## src/rtl/ntsc_pkg.sv

```systemverilog
// Shared constants, pulse classes and flywheel states for the NTSC sync separator.
package ntsc_pkg;

  localparam int unsigned C_H_TOTAL   = 910;
  localparam int unsigned C_HS_MIN    = 50;
  localparam int unsigned C_HS_MAX    = 90;
  localparam int unsigned C_EQ_MIN    = 20;
  localparam int unsigned C_EQ_MAX    = 45;
  localparam int unsigned C_BROAD_MIN = 300;

  typedef enum logic [2:0] {NONE, HS, EQ, BROAD, NOISE} pulse_cls_t;
  typedef enum logic [1:0] {SEARCH, VERIFY, LOCK} fsm_state_t;

  function automatic pulse_cls_t classify(input logic [9:0] pw);
    if (pw >= 10'(C_HS_MIN) && pw <= 10'(C_HS_MAX)) return HS;
    if (pw >= 10'(C_EQ_MIN) && pw <= 10'(C_EQ_MAX)) return EQ;
    if (pw >= 10'(C_BROAD_MIN)) return BROAD;
    return NOISE;
  endfunction

endpackage

```

## src/rtl/ntsc_sync_pulse_meas.sv

```systemverilog
// Sync slicer, pulse width counter, falling-edge capture and pulse classifier.
// NTSC_SYNC_SEP_MAJ_FILT_EN adds a 3-tap majority filter ahead of the slice register.
module ntsc_sync_pulse_meas
  import ntsc_pkg::*;
#(
  parameter int unsigned C_DAT_W    = 9,
  parameter int unsigned C_SLICE_LV = 64
) (
  input  logic               clk,
  input  logic               rst,
  input  logic               ee,
  input  logic [C_DAT_W-1:0] video,
  input  logic [9:0]         hctr,
  output logic               sync,
  output pulse_cls_t         cls,
  output logic [9:0]         pw,
  output logic [9:0]         fe_h
);

  logic slice;
  logic s_next;
  logic s;
  logic s_d;

  assign slice = (video < C_DAT_W'(C_SLICE_LV));

`ifdef NTSC_SYNC_SEP_MAJ_FILT_EN
  logic [2:0] raw;

  always_ff @(posedge clk) begin
    if (rst)     raw <= '0;
    else if (ee) raw <= {raw[1:0], slice};
  end

  assign s_next = (raw[0] & raw[1]) | (raw[0] & raw[2]) | (raw[1] & raw[2]);
`else
  assign s_next = slice;
`endif

  // Edges are taken on the registered decision so PW and FE_H both see the filtered pulse.
  always_ff @(posedge clk) begin
    if (rst) begin
      s    <= 1'b0;
      s_d  <= 1'b0;
      pw   <= '0;
      fe_h <= '0;
    end else if (ee) begin
      s   <= s_next;
      s_d <= s;
      if (s && !s_d) fe_h <= hctr;
      if (!s && s_d)                pw <= '0;
      else if (s && (pw != 10'h3FF)) pw <= pw + 10'd1;
    end
  end

  assign cls  = (!s && s_d) ? classify(pw) : NONE;
  assign sync = s;

endmodule

```

## src/rtl/ntsc_sync_sep.sv

```systemverilog
// NTSC composite sync separator: H flywheel lock, vertical counter and field recovery.
// Optional majority filter on the slicer via NTSC_SYNC_SEP_MAJ_FILT_EN.
module ntsc_sync_sep
  import ntsc_pkg::*;
#(
  parameter int unsigned C_DAT_W    = 9,
  parameter int unsigned C_SLICE_LV = 64,
  parameter int unsigned C_LOCK_CNT = 8,
  parameter int unsigned C_MISS_MAX = 4
) (
  input  logic               CK_i,
  input  logic               RST_i,
  input  logic               CK_EE_i,
  input  logic [C_DAT_W-1:0] VIDEOs_i,
  output logic               SYNC_o,
  output logic               XHD_o,
  output logic               XVD_o,
  output logic [9:0]         HCTRs_o,
  output logic [9:0]         VCTRs_o,
  output logic               FIELD_o,
  output logic               LOCK_o,
  output logic               V_VALID_o
);

  localparam logic [9:0] H_LAST   = 10'(C_H_TOTAL - 1);
  localparam logic [9:0] H_WIN_LO = 10'(C_H_TOTAL - 2);
  localparam logic [9:0] H_Q1     = 10'(C_H_TOTAL / 4);
  localparam logic [9:0] H_Q3     = 10'(3 * C_H_TOTAL / 4);

  pulse_cls_t cls;
  logic [9:0] pw;
  logic [9:0] fe_h;

  fsm_state_t state, state_n;
  logic [9:0] hctr, hctr_n, vctr, vctr_n;
  logic [7:0] good, good_n, miss, miss_n;
  logic       seen, seen_n, arm, arm_n, vpend, vpend_n;
  logic       field_n, lock_n, vvalid_n;
  logic       wrap, in_win, is_hs, rephase, seen_now, v_ev;

  ntsc_sync_pulse_meas #(
    .C_DAT_W   (C_DAT_W),
    .C_SLICE_LV(C_SLICE_LV)
  ) u_meas (
    .clk  (CK_i),
    .rst  (RST_i),
    .ee   (CK_EE_i),
    .video(VIDEOs_i),
    .hctr (hctr),
    .sync (SYNC_o),
    .cls  (cls),
    .pw   (pw),
    .fe_h (fe_h)
  );

  assign wrap     = (hctr == H_LAST);
  assign in_win   = (fe_h >= H_WIN_LO) || (fe_h <= 10'd2);
  assign is_hs    = (cls == HS);
  assign rephase  = is_hs && ((state == SEARCH) || (state == VERIFY && !in_win));
  assign seen_now = seen || (cls == EQ) || (cls == BROAD) || (is_hs && in_win);
  assign v_ev     = (cls == BROAD) && arm && !vpend;

  always_comb begin
    state_n  = state;
    good_n   = good;
    miss_n   = miss;
    seen_n   = seen;
    arm_n    = arm;
    vpend_n  = vpend;
    field_n  = FIELD_o;
    lock_n   = LOCK_o;
    vvalid_n = V_VALID_o;
    hctr_n   = wrap ? '0 : hctr + 10'd1;
    vctr_n   = vctr;

    // Rephase puts the last falling edge at HCTR=0; it replaces the wrap but not the V update.
    if (rephase) hctr_n = pw + 10'd1;

    if (vctr >= 10'd200) arm_n = 1'b1;
    if (vctr == 10'd600) vvalid_n = 1'b0;
    if (v_ev) begin
      field_n = (fe_h < H_Q1 || fe_h >= H_Q3) ? 1'b0 : 1'b1;
      vpend_n = 1'b1;
      if (LOCK_o) vvalid_n = 1'b1;
    end
    if (wrap) begin
      if (vpend) begin
        vctr_n  = '0;
        vpend_n = 1'b0;
        arm_n   = 1'b0;
      end else if (vctr != '1) begin
        vctr_n = vctr + 10'd1;
      end
    end

    case (state)
      SEARCH: begin
        seen_n = 1'b0;
        if (is_hs) begin
          state_n = VERIFY;
          good_n  = '0;
        end
      end
      VERIFY: begin
        seen_n = 1'b0;
        if (is_hs) begin
          if (!in_win) begin
            good_n = '0;
          end else if (good == 8'(C_LOCK_CNT - 1)) begin
            state_n = LOCK;
            lock_n  = 1'b1;
            miss_n  = '0;
          end else begin
            good_n = good + 8'd1;
          end
        end
      end
      LOCK: begin
        if (wrap) begin
          seen_n = 1'b0;
          if (seen_now) begin
            miss_n = '0;
          end else if (miss == 8'(C_MISS_MAX - 1)) begin
            state_n  = SEARCH;
            lock_n   = 1'b0;
            vvalid_n = 1'b0;
            miss_n   = '0;
          end else begin
            miss_n = miss + 8'd1;
          end
        end else begin
          seen_n = seen_now;
        end
      end
      default: state_n = SEARCH;
    endcase
  end

  always_ff @(posedge CK_i) begin
    if (RST_i) begin
      state     <= SEARCH;
      hctr      <= '0;
      vctr      <= '1;
      good      <= '0;
      miss      <= '0;
      seen      <= 1'b0;
      arm       <= 1'b1;
      vpend     <= 1'b0;
      FIELD_o   <= 1'b0;
      LOCK_o    <= 1'b0;
      V_VALID_o <= 1'b0;
      XHD_o     <= 1'b1;
      XVD_o     <= 1'b1;
    end else if (CK_EE_i) begin
      state     <= state_n;
      hctr      <= hctr_n;
      vctr      <= vctr_n;
      good      <= good_n;
      miss      <= miss_n;
      seen      <= seen_n;
      arm       <= arm_n;
      vpend     <= vpend_n;
      FIELD_o   <= field_n;
      LOCK_o    <= lock_n;
      V_VALID_o <= vvalid_n;
      XHD_o     <= (hctr_n != H_LAST);
      XVD_o     <= (vctr_n != 10'd0);
    end
  end

  assign HCTRs_o = hctr;
  assign VCTRs_o = vctr;

endmodule

```

## config.mk

```make
export PLATFORM = sky130hd
export DESIGN_NAME = ntsc_sync_sep
export DESIGN_NICKNAME = d
export VERILOG_FILES = /design/src/rtl/ntsc_pkg.sv /design/src/rtl/ntsc_sync_pulse_meas.sv /design/src/rtl/ntsc_sync_sep.sv
export SDC_FILE = /design/constraint.sdc
export NUM_CORES = 1
export LEC_CHECK = 0
export CELL_PAD_IN_SITES_DETAIL_PLACEMENT = 0
export CELL_PAD_IN_SITES_GLOBAL_PLACEMENT = 1
export CORE_UTILIZATION = 35
export CTS_BUF_LIST = sky130_fd_sc_hd__clkbuf_4 sky130_fd_sc_hd__clkbuf_8 sky130_fd_sc_hd__clkbuf_16
export CTS_CLUSTER_DIAMETER = 50
export DETAILED_ROUTE_END_ITERATION = 7
export PLACE_DENSITY = 0.64
export SETUP_SLACK_MARGIN = 0.02
export SLEW_MARGIN = 25
export SYNTH_ARGS = -nofsm -noshare
export SYNTH_HDL_FRONTEND = slang
export SYNTH_SLANG_ARGS = --single-unit
```

## constraint.sdc

```tcl
create_clock -name CK_i -period 3 [get_ports CK_i]
set_input_delay 0.75 -clock CK_i [delete_from_list [all_inputs] [get_ports CK_i]]
set_output_delay 0.75 -clock CK_i [all_outputs]
set_load 0.02 [all_outputs]
```

**Word level (Yosys, flattened, before mapping)**

Cells that the tools add are included.

- Flip-flop bits (word level): 68
- Bits of input ports: 12
- Output and inout bits: 26
- Word-level logic and storage cells: 151

- Add/sub/neg operators: 5
- $lt $le $gt $ge: 11
- Eq/ne operators: 20
- Muxes and demuxes: 63
- Reduce and logical (&&, ||, !) cells: 35

Operators with widths:

| cell | count |
|---|---|
| 8-bit two-way mux | 10 |
| 10-bit two-way mux | 7 |
| 8-bit case mux with 2 select lines | 2 |
| 10-bit by 1-bit adder with 10-bit output (second input constant) | 3 |
| 10-bit != test (second input constant) | 3 |
| 1-bit two-way mux | 27 |
| 3-bit two-way mux | 7 |
| 10-bit == test (second input constant) | 2 |
| 10-bit >= comparator (second input constant) | 2 |
| 8-bit by 1-bit adder with 8-bit output (second input constant) | 2 |
| 8-bit AND reduction | 2 |
| 2-bit two-way mux | 7 |
| 2-bit != test (second input constant) | 6 |
| 10-bit by 5-bit >= comparator with 1-bit output (second input constant) | 1 |
| 10-bit by 6-bit >= comparator with 1-bit output (second input constant) | 1 |
| 10-bit by 8-bit >= comparator with 1-bit output (second input constant) | 1 |
| 10-bit by 9-bit >= comparator with 1-bit output (second input constant) | 1 |
| 10-bit by 2-bit <= comparator with 1-bit output (second input constant) | 1 |
| 10-bit by 6-bit <= comparator with 1-bit output (second input constant) | 1 |
| 10-bit by 7-bit <= comparator with 1-bit output (second input constant) | 1 |
| 1-bit logical AND | 10 |
| 10-bit by 8-bit < comparator with 1-bit output (second input constant) | 1 |
| 10-bit nonzero test | 1 |
| 9-bit by 7-bit < comparator with 1-bit output (second input constant) | 1 |
| 18 further kinds | 34 |

**Longest topological paths before layout**

Gate-level depths: netlist of run 1.

- Depth in word-level cells: 18
- Gate-level depth with buffers: 10

**Cells and area by module**

Synthesis of run 1 repeated with hierarchy kept, for this count alone.

- Cell total of the unflattened synthesis: 566
- Area, all modules: 4,489.3 um2

By module, submodules not included:

| module | times used | cells each | area each (um2) | seq. area each (um2) |
|---|---|---|---|---|
| ntsc_sync_sep | 1 | 414 | 3,250.6 | 920.9 |
| ntsc_sync_pulse_meas | 1 | 152 | 1,238.7 | 440.4 |

**Worst setup path after synthesis of run 1**

OpenSTA, ideal clock, no wires.

- Path type: reg-to-reg
- Start: reg vctr[1], in the netlist VCTRs_o[1]
- End: reg XVD_o
- Library setup time: 0.123 ns
- Arrival: 2.370 ns
- Slack: 0.506 ns
- Cell stages (with the launch flop): 9
- Path buffers: 0
- Clock period less this slack: 2.494 ns
- Cell sequence: dfxtp_1 ha_1 nand3_1 nor4_2 nor2_1 and2_1 o311a_1 nor4_1 o21ai_1

- Word-level cells in the longest chain between the ends: 5
- Elaborated cells between the ends (all ways): 6

RTL lines:

| item | RTL line | source |
|---|---|---|
| from (decl) | ntsc_sync_sep.sv:35 | `logic [9:0] hctr, hctr_n, vctr, vctr_n;` |
| from (signal assigned) | ntsc_sync_sep.sv:157 | `vctr <= vctr_n;` |
| 10-bit by 1-bit adder with 10-bit output / 10-bit != test (equally long branches) | ntsc_sync_sep.sv:92, ntsc_sync_sep.sv:91 |  |
| 10-bit two-way mux | ntsc_sync_sep.sv:91 | `end else if (vctr != '1) begin` |
| 10-bit two-way mux | ntsc_sync_sep.sv:87 | `if (vpend) begin` |
| 10-bit two-way mux (*) | ntsc_sync_sep.sv:86 | `if (wrap) begin` |
| 10-bit nonzero test (*) | ntsc_sync_sep.sv:167 | `XVD_o <= (vctr_n != 10'd0);` |
| to (signal assigned) | ntsc_sync_sep.sv:167 |  |
| to (decl) | ntsc_sync_sep.sv:17 | `output logic XVD_o,` |

Mark *: on every way between the ends. The rest lies on a longest branch, timed or not.
A chain may end at the register's enable or synchronous reset.

**Worst setup path after layout of run 1**

- Start: reg u_meas.fe_h[2]
- End: reg miss[5]

- Word-level cells in the longest chain between the ends: 7
- Elaborated cells between the ends (all ways): 10

RTL lines:

| item | RTL line | source |
|---|---|---|
| from (decl) | ntsc_sync_pulse_meas.sv:17 | `output logic [9:0] fe_h` |
| from (signal assigned) | ntsc_sync_pulse_meas.sv:50 | `if (s && !s_d) fe_h <= hctr;` |
| 10-bit >= comparator / 10-bit by 2-bit <= comparator with 1-bit output (equally long branches) | ntsc_sync_sep.sv:57 | `assign in_win = (fe_h >= H_WIN_LO) \|\| (fe_h <= 10'd2);` |
| 1-bit logical OR (*) | ntsc_sync_sep.sv:57 |  |
| 1-bit logical AND | ntsc_sync_sep.sv:60 | `assign seen_now = seen \|\| (cls == EQ) \|\| (cls == BROAD) \|\| (is_hs && in_win);` |
| 1-bit logical OR | ntsc_sync_sep.sv:60 |  |
| 8-bit two-way mux | ntsc_sync_sep.sv:121 | `if (seen_now) begin` |
| 8-bit two-way mux | ntsc_sync_sep.sv:119 | `if (wrap) begin` |
| 8-bit case mux with 2 select lines | ntsc_sync_sep.sv:96 | `case (state)` |
| to (signal assigned) | ntsc_sync_sep.sv:159 | `miss <= miss_n;` |
| to (decl) | ntsc_sync_sep.sv:36 | `logic [7:0] good, good_n, miss, miss_n;` |

Mark *: on every way between the ends. The rest lies on a longest branch, timed or not. The select of a mux whose other input is x is not followed.

==> results.cfg, run 1 <==
[final_layout]
multi_input_area_mm2 = 0.00261
final_util_pct = 43.1
nNetsFinal = 578
layoutNonFillerInstCount = 701
seqCellArea_mm2 = 0.00136
syn_to_final_growth_pct = 19.0
antenna_cells = 0
drive_gt1_share_pct = 10.6
num-fill-cells = 1154
fin_area_mm2 = 0.00497

[synth]
syn_inst = 522
yosys_warnings = 0
synth_area_mm2 = 0.00417
synth-seq-cells = 68
synth.most_common_cell = dfxtp_1
yosysSeqAreaShare_pct = 32.6
yosysUniqueCellTypes = 74
synth_common_cells = dfxtp_1, nor2_1, nand2_1, a21oi_1, nand3_1
syn_nets = 547
synth_top_area_share_pct = 32.6
synth_edf_count = 0
synth_area_leader_cell = dfxtp_1
synth-async-reset-ratio_pct = 0
synth_ff_type = dfxtp_1
synth.area.top_cells = dfxtp_1, nor2_1, nand2_1, a21oi_1, ha_1
syn_area_per_cell_um2 = 8.00

[floorplan]
dieWidth_um = 111
initial_core_util_pct = 36.2
design.core.area_mm2 = 0.0115
fp-row-count = 39
die_area_mm2 = 0.0124
dieHeight_um = 111
ios = 38

[critical_path]
worst_setup_path_start_kind = flip-flop
regToRegStartpoint = u_meas.fe_h[2]
cp_data_arrival_time_ns = 2.90
reg2reg_depth = 7
cp_max_fo = 6
worstPathRequired_ns = 3.28
cp-startpoint = u_meas.fe_h[2]
crit_type = flip-flop to flip-flop
setup.worst_path.end = miss[5]
r2r-end = miss[5]
r2r_slack_ns = 0.38
setup.worst_path.end_class = flip-flop

[global_routing]
antenna_found_initial = 0
grt_pass1_vias = 3648
grt_max_degree = 52
grt_usage_pct = 19.5
grt_pass1_wl_mm = 19.2
grt_overflow = 0

[power_and_ir_drop]
sequentialPowerShare_pct = 43.5
irDropWorstVdd_v = 0.000227
power.internal_mw = 1.65
p_clk_share_pct = 50.8
p_leak_nw = 1.99
power_frac_comb_pct = 5.7
finalPower_mw = 2.11
p_switching_uw = 465
p_sw_share_pct = 22.0
power_density_mw_per_mm2 = 425

[timing]
maxSlewHeadroom_pct = 55.6
setup_viol = 0
final_max_slew_viol_count = 0
fin_hold_ws_ns = 0.476
finalWorstSetupSlack_ns = 0.378
tightest_slew_ns = 0.650
finalSetupTns_ns = 0
finalCriticalPeriod_ns = 2.62
hold_viol_final = 0
rsz0062_at_grt = false
fin_crit_sh_pct = 87.4
fin_skew_ns = 0.00593
fmax_ghz = 0.381

[run_status]
violations = DRC
outcome = finished, violations left

[place]
preCtsSetupSlack_ns = 0.0989
postPlaceCellArea_mm2 = 0.00467
numPortBuffers = 31
hpwl_mm = 7.98
routabilityCongestion = 0.793
place_inst = 685

[route]
wire_per_inst_um = 16.2
drc_errors = 3
num_vias = 3839
dr.pass1.iters = 6
postRouteAntennaNets = 0
drt-initial-drc-count = 165
via_per_inst = 5.48
wl_mm = 11.4

[cts]
cts.clk_slew.worst_paths_ns = 0.05
cts.sinks = 68
worstSkewPairLatency_ns = 0.34
cts_root_buf = clkbuf_16
clk_path_buf_depth = 2
cts_made_buffers = 9
cts_setup_buffers = 0
h-tree-depth = 3
cts_hold_buf = 0
cts_tree = yes
cts_resized = 0

[worst_hold_path]
hold_path.class = flip-flop to flip-flop

[run]
maxCapViolations = 0
==> power groups by stage <==
stage	Clock, mW	Sequential, mW	Combinational [mW]
floorplan	0	0.948	0.0580
global placement	0	0.937	0.122
detailed placement	0	0.937	0.121
CTS	1.10	0.917	0.122
global route	1.14	0.918	0.133
finish	1.07	0.918	0.120
==> critical path, stage by stage (launching register included) <==
cell	delay, ns
dfxtp_1	0.34
a2111oi_0	0.62
nand3_1	0.31
a21oi_2	0.24
nand2_2	0.10
a221oi_4	0.38
and4_1	0.40
a221o_1	0.19
==> cell families (layout without fill, tap and decap cells) <==
| group | Yosys count | count (layout) | share of synthesized area (%) |
|---|---|---|---|
| xor gates and xnor gates | 17 | 17 | 3.57 |
| DFF | 68 | 68 | 32.6 |
| adders and majority gates | 13 | 13 | 3.90 |
| and+or+nand+nor | 233 | 233 | 29.3 |
| buffers and inverters | 48 | 84 | 4.98 |
| muxes | 17 | 17 | 4.14 |
| AOI/OAI and AO/OA | 126 | 126 | 21.5 |
==> per-layer routing <==
layer	global-route usage, %	share of wire (%)
met1	27.9	52
met4	8.11	1.6
met2	28.6	43
met5	0	0
met3	3.66	3.0
==> worst min-delay path by stage <==
stage                           from    endpoint  slack [ns]  cells past startpoint
after CTS                 u_meas.s_d  u_meas.s_d        0.48                      2
after global routing      u_meas.s_d  u_meas.s_d        0.51                      2
after global placement    u_meas.s_d  u_meas.s_d        0.46                      2
after detailed placement         arm         arm        0.47                      2
final                     u_meas.s_d  u_meas.s_d        0.48                      2
after floorplan                  arm         arm        0.44                      2
==> registers in the layout (all words and copies together), names as in the netlist <==
signal and cells:
HCTRs_o 10, XHD_o 1, u_meas.pw 10, arm 1, LOCK_o 1, seen 1
VCTRs_o 10, u_meas.sync 1, FIELD_o 1, V_VALID_o 1, u_meas.fe_h 10, miss 8
vpend 1, good 8, u_meas.s_d 1, XVD_o 1, state 2
==> area by class of cell <==
type                    count  area share, %
clock buffers              14           5.29
clock inverters             2          0.705
repair buffers             52           9.32
multi-input cells         406           52.5
well taps                 143           3.60
flip-flops and latches     68           27.4
inverters                  16           1.21
==> cells in the final DEF, fill, tap and decap left out, drive strengths merged, types with 3 or more instances in the layout <==
cell type | netlist | routed
xor2 | 6 | 6
and4 | 4 | 4
o21a | 3 | 3
ha | 13 | 13
a211oi | 9 | 9
mux2i | 15 | 15
nand2 | 55 | 55
o21ai | 23 | 23
nand3 | 24 | 24
and3 | 6 | 6
a2111oi | 4 | 4
nor3 | 15 | 15
nor4 | 10 | 10
nand3b | 3 | 3
clkbuf | 23 | 14
or3 | 10 | 10
nand4 | 7 | 7
a221o | 10 | 10
nor2b | 4 | 4
and2 | 5 | 5
nor4b | 5 | 5
nand2b | 9 | 9
o22ai | 5 | 5
a31oi | 10 | 10
inv | 16 | 16
a21oi | 34 | 34
a21o | 3 | 3
xnor2 | 11 | 11
a311oi | 3 | 3
nor2 | 62 | 62
clkdlybuf4s50 | 0 | 30
dfxtp | 68 | 68
buf | 9 | 22
or2 | 4 | 4
Note: power is estimated with default switching activity, not from simulation.
==> run 2: changes to the inputs <==
--- a/config.mk
+++ b/config.mk
@@ -12,6 +12,7 @@
 export CTS_CLUSTER_DIAMETER = 50
 export DETAILED_ROUTE_END_ITERATION = 7
 export PLACE_DENSITY = 0.64
+export REMOVE_ABC_BUFFERS = 1
 export SETUP_SLACK_MARGIN = 0.02
 export SLEW_MARGIN = 25
 export SYNTH_ARGS = -nofsm -noshare
==> run 2 against run 1 <==
Effect of this change:
- the run still ends with DRC left
- fmax decreased by 0.52%
- sequential power about the same
- global-route usage grew 0.45 points
- critical path type unchanged
- largest cell class unchanged
==> results.cfg, run 2 (same netlist as run 1, synthesis figures left out) <==
[run_status]
outcome = finished, violations left
violations = DRC

[critical_path]
cp_max_fo = 10
reg2reg_depth = 7
worst_setup_path_start_kind = flip-flop
cpMaxStageDelayCell = or4b_1
r2r_slack_ns = 0.36
regToRegStartpoint = u_meas.pw[4]
crit_chain = nand2_1, a211o_1, a21oi_1, or4b_1, nor4_4, xnor2_1, nor2_1
crit_type = flip-flop to flip-flop
cp_data_arrival_time_ns = 2.86
setup.worst_path.end_class = flip-flop
slowest_delay_ns = 0.70
worstPathRequired_ns = 3.22
r2r-end = good[7]

[route]
drt-initial-drc-count = 228
postRouteAntennaNets = 0
via_per_inst = 5.55
wl_mm = 11.8
drc_errors = 10
wire_per_inst_um = 16.6
num_vias = 3938
dr.pass1.iters = 6

[final_layout]
antenna_cells = 0
nNetsFinal = 587
drive_gt1_share_pct = 12.0
mostFrequentLayoutCell = dfxtp_1
multi_input_area_mm2 = 0.00261
final_util_pct = 43.9
syn_to_final_growth_pct = 21.1
layout_common_cells = dfxtp_1, nor2_1, nand2_1, a21oi_1, clkdlybuf4s50_1
fin_area_mm2 = 0.00506
seqCellArea_mm2 = 0.00136
num-fill-cells = 1189

[floorplan]
initial_core_util_pct = 36.2
dieWidth_um = 111
die_area_mm2 = 0.0124
fp-row-count = 39
ios = 38
dieHeight_um = 111
design.core.area_mm2 = 0.0115

[cts]
cts_tree = yes
cts_setup_buffers = 0
cts.clk_slew.worst_paths_ns = 0.06
clk_path_buf_depth = 2
h-tree-depth = 3
cts_resized = 0
cts_made_buffers = 9
cts.sinks = 68
worstSkewPairLatency_ns = 0.34
cts_hold_buf = 0
cts_root_buf = clkbuf_16

[timing]
fin_skew_ns = 0.00435
finalCriticalPeriod_ns = 2.64
setup_viol = 0
fin_crit_sh_pct = 87.8
rsz0062_at_grt = false
finalSetupTns_ns = 0
maxSlewHeadroom_pct = 55.2
tightest_slew_ns = 0.665
fmax_ghz = 0.379
hold_viol_final = 0
final_max_slew_viol_count = 0

[global_routing]
grt_pass1_wl_mm = 19.5
grt_pass1_vias = 3724
grt_usage_pct = 20.0
grt_overflow = 0
grt_max_degree = 35
antenna_found_initial = 0

[place]
routabilityCongestion = 0.799
hpwl_mm = 8.57
postPlaceCellArea_mm2 = 0.00475
numPortBuffers = 31

[worst_hold_path]
hold_path.class = flip-flop to flip-flop
hold_end = FIELD_o
min_from = FIELD_o
min_delay_path_depth = 2

[run]
maxCapViolations = 0

[power_and_ir_drop]
p_leak_nw = 2.04
irDropWorstVdd_v = 0.000182
power_density_mw_per_mm2 = 425
[run 2: changes by cell type in the layout (fill, tap and decap cells not counted)]
cell / before / now
clkbuf_8: 0 / 2
buf_12: 0 / 1
buf_4: 21 / 29
clkbuf_4: 5 / 1
clkinvlp_4: 0 / 1
clkinv_2: 1 / 2
[run 2: power by group]
part	internal (mW)	switching [mW]
Clock	0.695	0.411
Sequential	0.910	0.00527
Combinational	0.0499	0.0768
[run 2: worst max-delay path by stage]
stage | start | endpoint | cells after the start
floorplan | VCTRs_o[1] | XVD_o | 8
global route | u_meas.pw[4] | good[7] | 7
detailed placement | CK_EE_i | good[7] | 6
global placement | CK_EE_i | good[7] | 6
CTS | u_meas.pw[4] | good[7] | 7
finish | u_meas.pw[4] | good[7] | 7
[run 2: final cells by class]
cell class	count	share of cell area, %
multi-input combinational	406	51.5
sequential	68	26.9
timing repair buffer	61	10.7
clock buffer	12	5.15
tap	143	3.54
inverter	16	1.19
clock inverter	4	0.940
[run 2: metal layers]
layer / global-route usage [%] / up-vias / share of wire [%]
met5: 0 / - / 0
met4: 7.12 / 0 / 1.5
met3: 3.50 / 14 / 3.8
met2: 33.1 / 60 / 48
met1: 26.0 / 1869 / 47
li1: - / 1995 / -
[run 2: worst max-delay path: cells and delay by family (launching register included)]
| family | cells | cell delay, ns |
|---|---|---|
| flip-flops | 1 | 0.53 |
| XOR/XNOR | 1 | 0.15 |
| AND/OR/NAND/NOR | 4 | 1.22 |
| AO/OA/AOI/OAI | 2 | 0.61 |
[run 2: through the flow]
step | hold slack, ns | power, mW | setup slack [ns] | cells
after floorplan | 0.443 | 0.990 | 0.494 | 490
after detailed placement | 0.467 | 1.06 | 0.106 | 694
after global routing | 0.502 | 2.22 | 0.116 | 710
after global placement | 0.461 | 1.06 | 0.156 | 694
final | 0.470 | 2.15 | 0.365 | 710
after CTS | 0.475 | 2.17 | 0.366 | 710
==> run 3: changes to the inputs <==
--- a/config.mk
+++ b/config.mk
@@ -7,6 +7,7 @@
 export LEC_CHECK = 0
 export CELL_PAD_IN_SITES_DETAIL_PLACEMENT = 0
 export CELL_PAD_IN_SITES_GLOBAL_PLACEMENT = 1
+export CORE_MARGIN = 3
 export CORE_UTILIZATION = 35
 export CTS_BUF_LIST = sky130_fd_sc_hd__clkbuf_4 sky130_fd_sc_hd__clkbuf_8 sky130_fd_sc_hd__clkbuf_16
 export CTS_CLUSTER_DIAMETER = 50
==> constraint.sdc (replaced) <==
create_clock -name CK_i -period 3 [get_ports CK_i]
set_input_delay 0.75 -clock CK_i [delete_from_list [all_inputs] [get_ports CK_i]]
set_output_delay 0.75 -clock CK_i [all_outputs]
set_load 0.01 [all_outputs]
==> run 3 against run 2 <==
Effect of this change:
- the flow now finishes without violations
- die area increased by 7.3%
- register-to-register slack improved by 0.02 ns
- worst hold slack about the same
- via count decreased by 0.86%
- sequential share of layout area increased by 0.25 points
- sequential cell count unchanged
- count of clock-buffer cells in the layout decreased by 3
- routed wire length decreased by 3.4%
- power decreased by 3.3%
- critical endpoint unchanged
- largest cell class unchanged
- largest power group unchanged
==> results.cfg, run 3 (same netlist as run 1, synthesis figures left out) <==
[route]
postRouteAntennaNets = 0
wire_per_inst_um = 16.1
num_vias = 3904
drt-initial-drc-count = 210
via_per_inst = 5.54
dr.pass1.iters = 4
drc_errors = 0
wl_mm = 11.4

[timing]
tightest_slew_ns = 0.677
fin_skew_ns = 0.00619
finalCriticalPeriod_ns = 2.61
fin_crit_sh_pct = 87.0
rsz0062_at_grt = false
setup_viol = 0
hold_viol_final = 0
finalSetupTns_ns = 0
fmax_ghz = 0.383
finalWorstSetupSlack_ns = 0.389
maxSlewHeadroom_pct = 54.5
final_max_slew_viol_count = 0

[global_routing]
grt_pass1_wl_mm = 19.0
antenna_found_initial = 0
grt_pass1_vias = 3715
grt_overflow = 0
grt_usage_pct = 18.2
grt_max_degree = 35

[critical_path]
r2r_slack_ns = 0.39
cpMaxStageDelayCell = or4b_1
reg2reg_depth = 7
regToRegStartpoint = u_meas.pw[4]
setup.worst_path.end_class = flip-flop
path_buf_inv = 0
crit_chain = nand2_1, a211o_1, a21oi_1, or4b_1, nor4_4, xnor2_1, nor2_1
crit_type = flip-flop to flip-flop
slowest_delay_ns = 0.71
worst_setup_path_start_kind = flip-flop
r2r-end = good[7]
cp_max_fo = 10
worstPathRequired_ns = 3.22
cp_top_family = simple AND/OR/NAND/NOR gates
cp_data_arrival_time_ns = 2.83

[worst_hold_path]
min_delay_path_depth = 2
hold_end = miss[1]
hold_path.class = flip-flop to flip-flop
min_from = miss[1]

[floorplan]
design.core.area_mm2 = 0.0115
die_area_mm2 = 0.0133
dieHeight_um = 115
dieWidth_um = 115
ios = 38
initial_core_util_pct = 36.2
fp-row-count = 39

[cts]
h-tree-depth = 3
cts.sinks = 68
cts_made_buffers = 9
clk_path_buf_depth = 2
cts_hold_buf = 0
cts_setup_buffers = 0
cts_root_buf = clkbuf_16
cts_resized = 0
cts_tree = yes
worstSkewPairLatency_ns = 0.34
cts.clk_slew.worst_paths_ns = 0.06

[power_and_ir_drop]
power.internal_mw = 1.60
p_clk_share_pct = 50.3
irDropWorstVdd_v = 0.000416
p_leak_nw = 2.00
power_frac_comb_pct = 5.4
power_density_mw_per_mm2 = 415
p_switching_uw = 483
p_sw_share_pct = 23.2
sequentialPowerShare_pct = 44.2

[final_layout]
nNetsFinal = 583
num-fill-cells = 1201
syn_to_final_growth_pct = 20.0
layout_common_cells = dfxtp_1, nor2_1, nand2_1, a21oi_1, clkdlybuf4s50_1
drive_gt1_share_pct = 11.2
mostFrequentLayoutCell = dfxtp_1
antenna_cells = 0

[place]
numPortBuffers = 31
preCtsSetupSlack_ns = 0.0848
hpwl_mm = 8.47
routabilityCongestion = 0.824

[run_status]
outcome = complete, no violations

[run]
maxCapViolations = 0
run 3: worst reg2reg max path: cells and delay by family (launching register included):
kind                      cells  cell delay [ns]
DFF                           1             0.51
AOI/OAI and AO/OA             2             0.60
and+or+nand+nor               4             1.24
xor gates and xnor gates      1             0.14
run 3: worst max-delay path by stage:
stage                             from           end  slack, ns  cells past startpoint
final                     u_meas.pw[4]       good[7]       0.39                      7
after global routing      u_meas.pw[0]  u_meas.pw[8]       0.20                      7
after floorplan             VCTRs_o[1]         XVD_o       0.58                      8
after CTS                 u_meas.pw[4]       good[7]       0.37                      7
after global placement         CK_EE_i       good[7]       0.12                      6
after detailed placement       CK_EE_i       good[7]       0.08                      6
run 3: area by class of cell:
| type | count | area, um2 | area share, % |
|---|---|---|---|
| Timing Repair Buffer | 57 | 513 | 10.2 |
| Clock buffer | 9 | 225 | 4.50 |
| Inverter | 16 | 60.1 | 1.20 |
| Tap cell | 143 | 179 | 3.57 |
| Sequential cell | 68 | 1360 | 27.2 |
| Clock inverter | 6 | 66.3 | 1.32 |
| Multi-Input combinational cell | 406 | 2610 | 52.0 |
run 3: through the flow:
step	utilization [%]	cell area [um2]	cells	hold slack, ns	power, mW
after floorplan	-	4030	490	0.443	0.986
after CTS	43.5	5010	705	0.473	2.12
after global placement	41.0	4720	690	0.460	1.05
after detailed placement	41.0	4720	690	0.465	1.05
final	43.5	5010	705	0.471	2.08
after global routing	43.5	5010	705	0.506	2.17
run 3: layer usage:
| layer | GRT usage, % | wire length, um | vias up |
|---|---|---|---|
| met5 | 0 | 0 | - |
| met3 | 4.37 | 354 | 6 |
| met2 | 29.8 | 5600 | 54 |
| li1 | - | - | 1987 |
| met1 | 23.6 | 5320 | 1857 |
| met4 | 6.03 | 99 | 0 |
run 3: power by group through the flow:
stage	clock network (mW)	registers, mW	logic (mW)
2_1_floorplan	0	0.943	0.0424
3_3_place_gp	0	0.939	0.114
3_5_place_dp	0	0.939	0.115
4_1_cts	1.09	0.919	0.115
5_1_grt	1.12	0.920	0.125
6_report	1.05	0.919	0.113
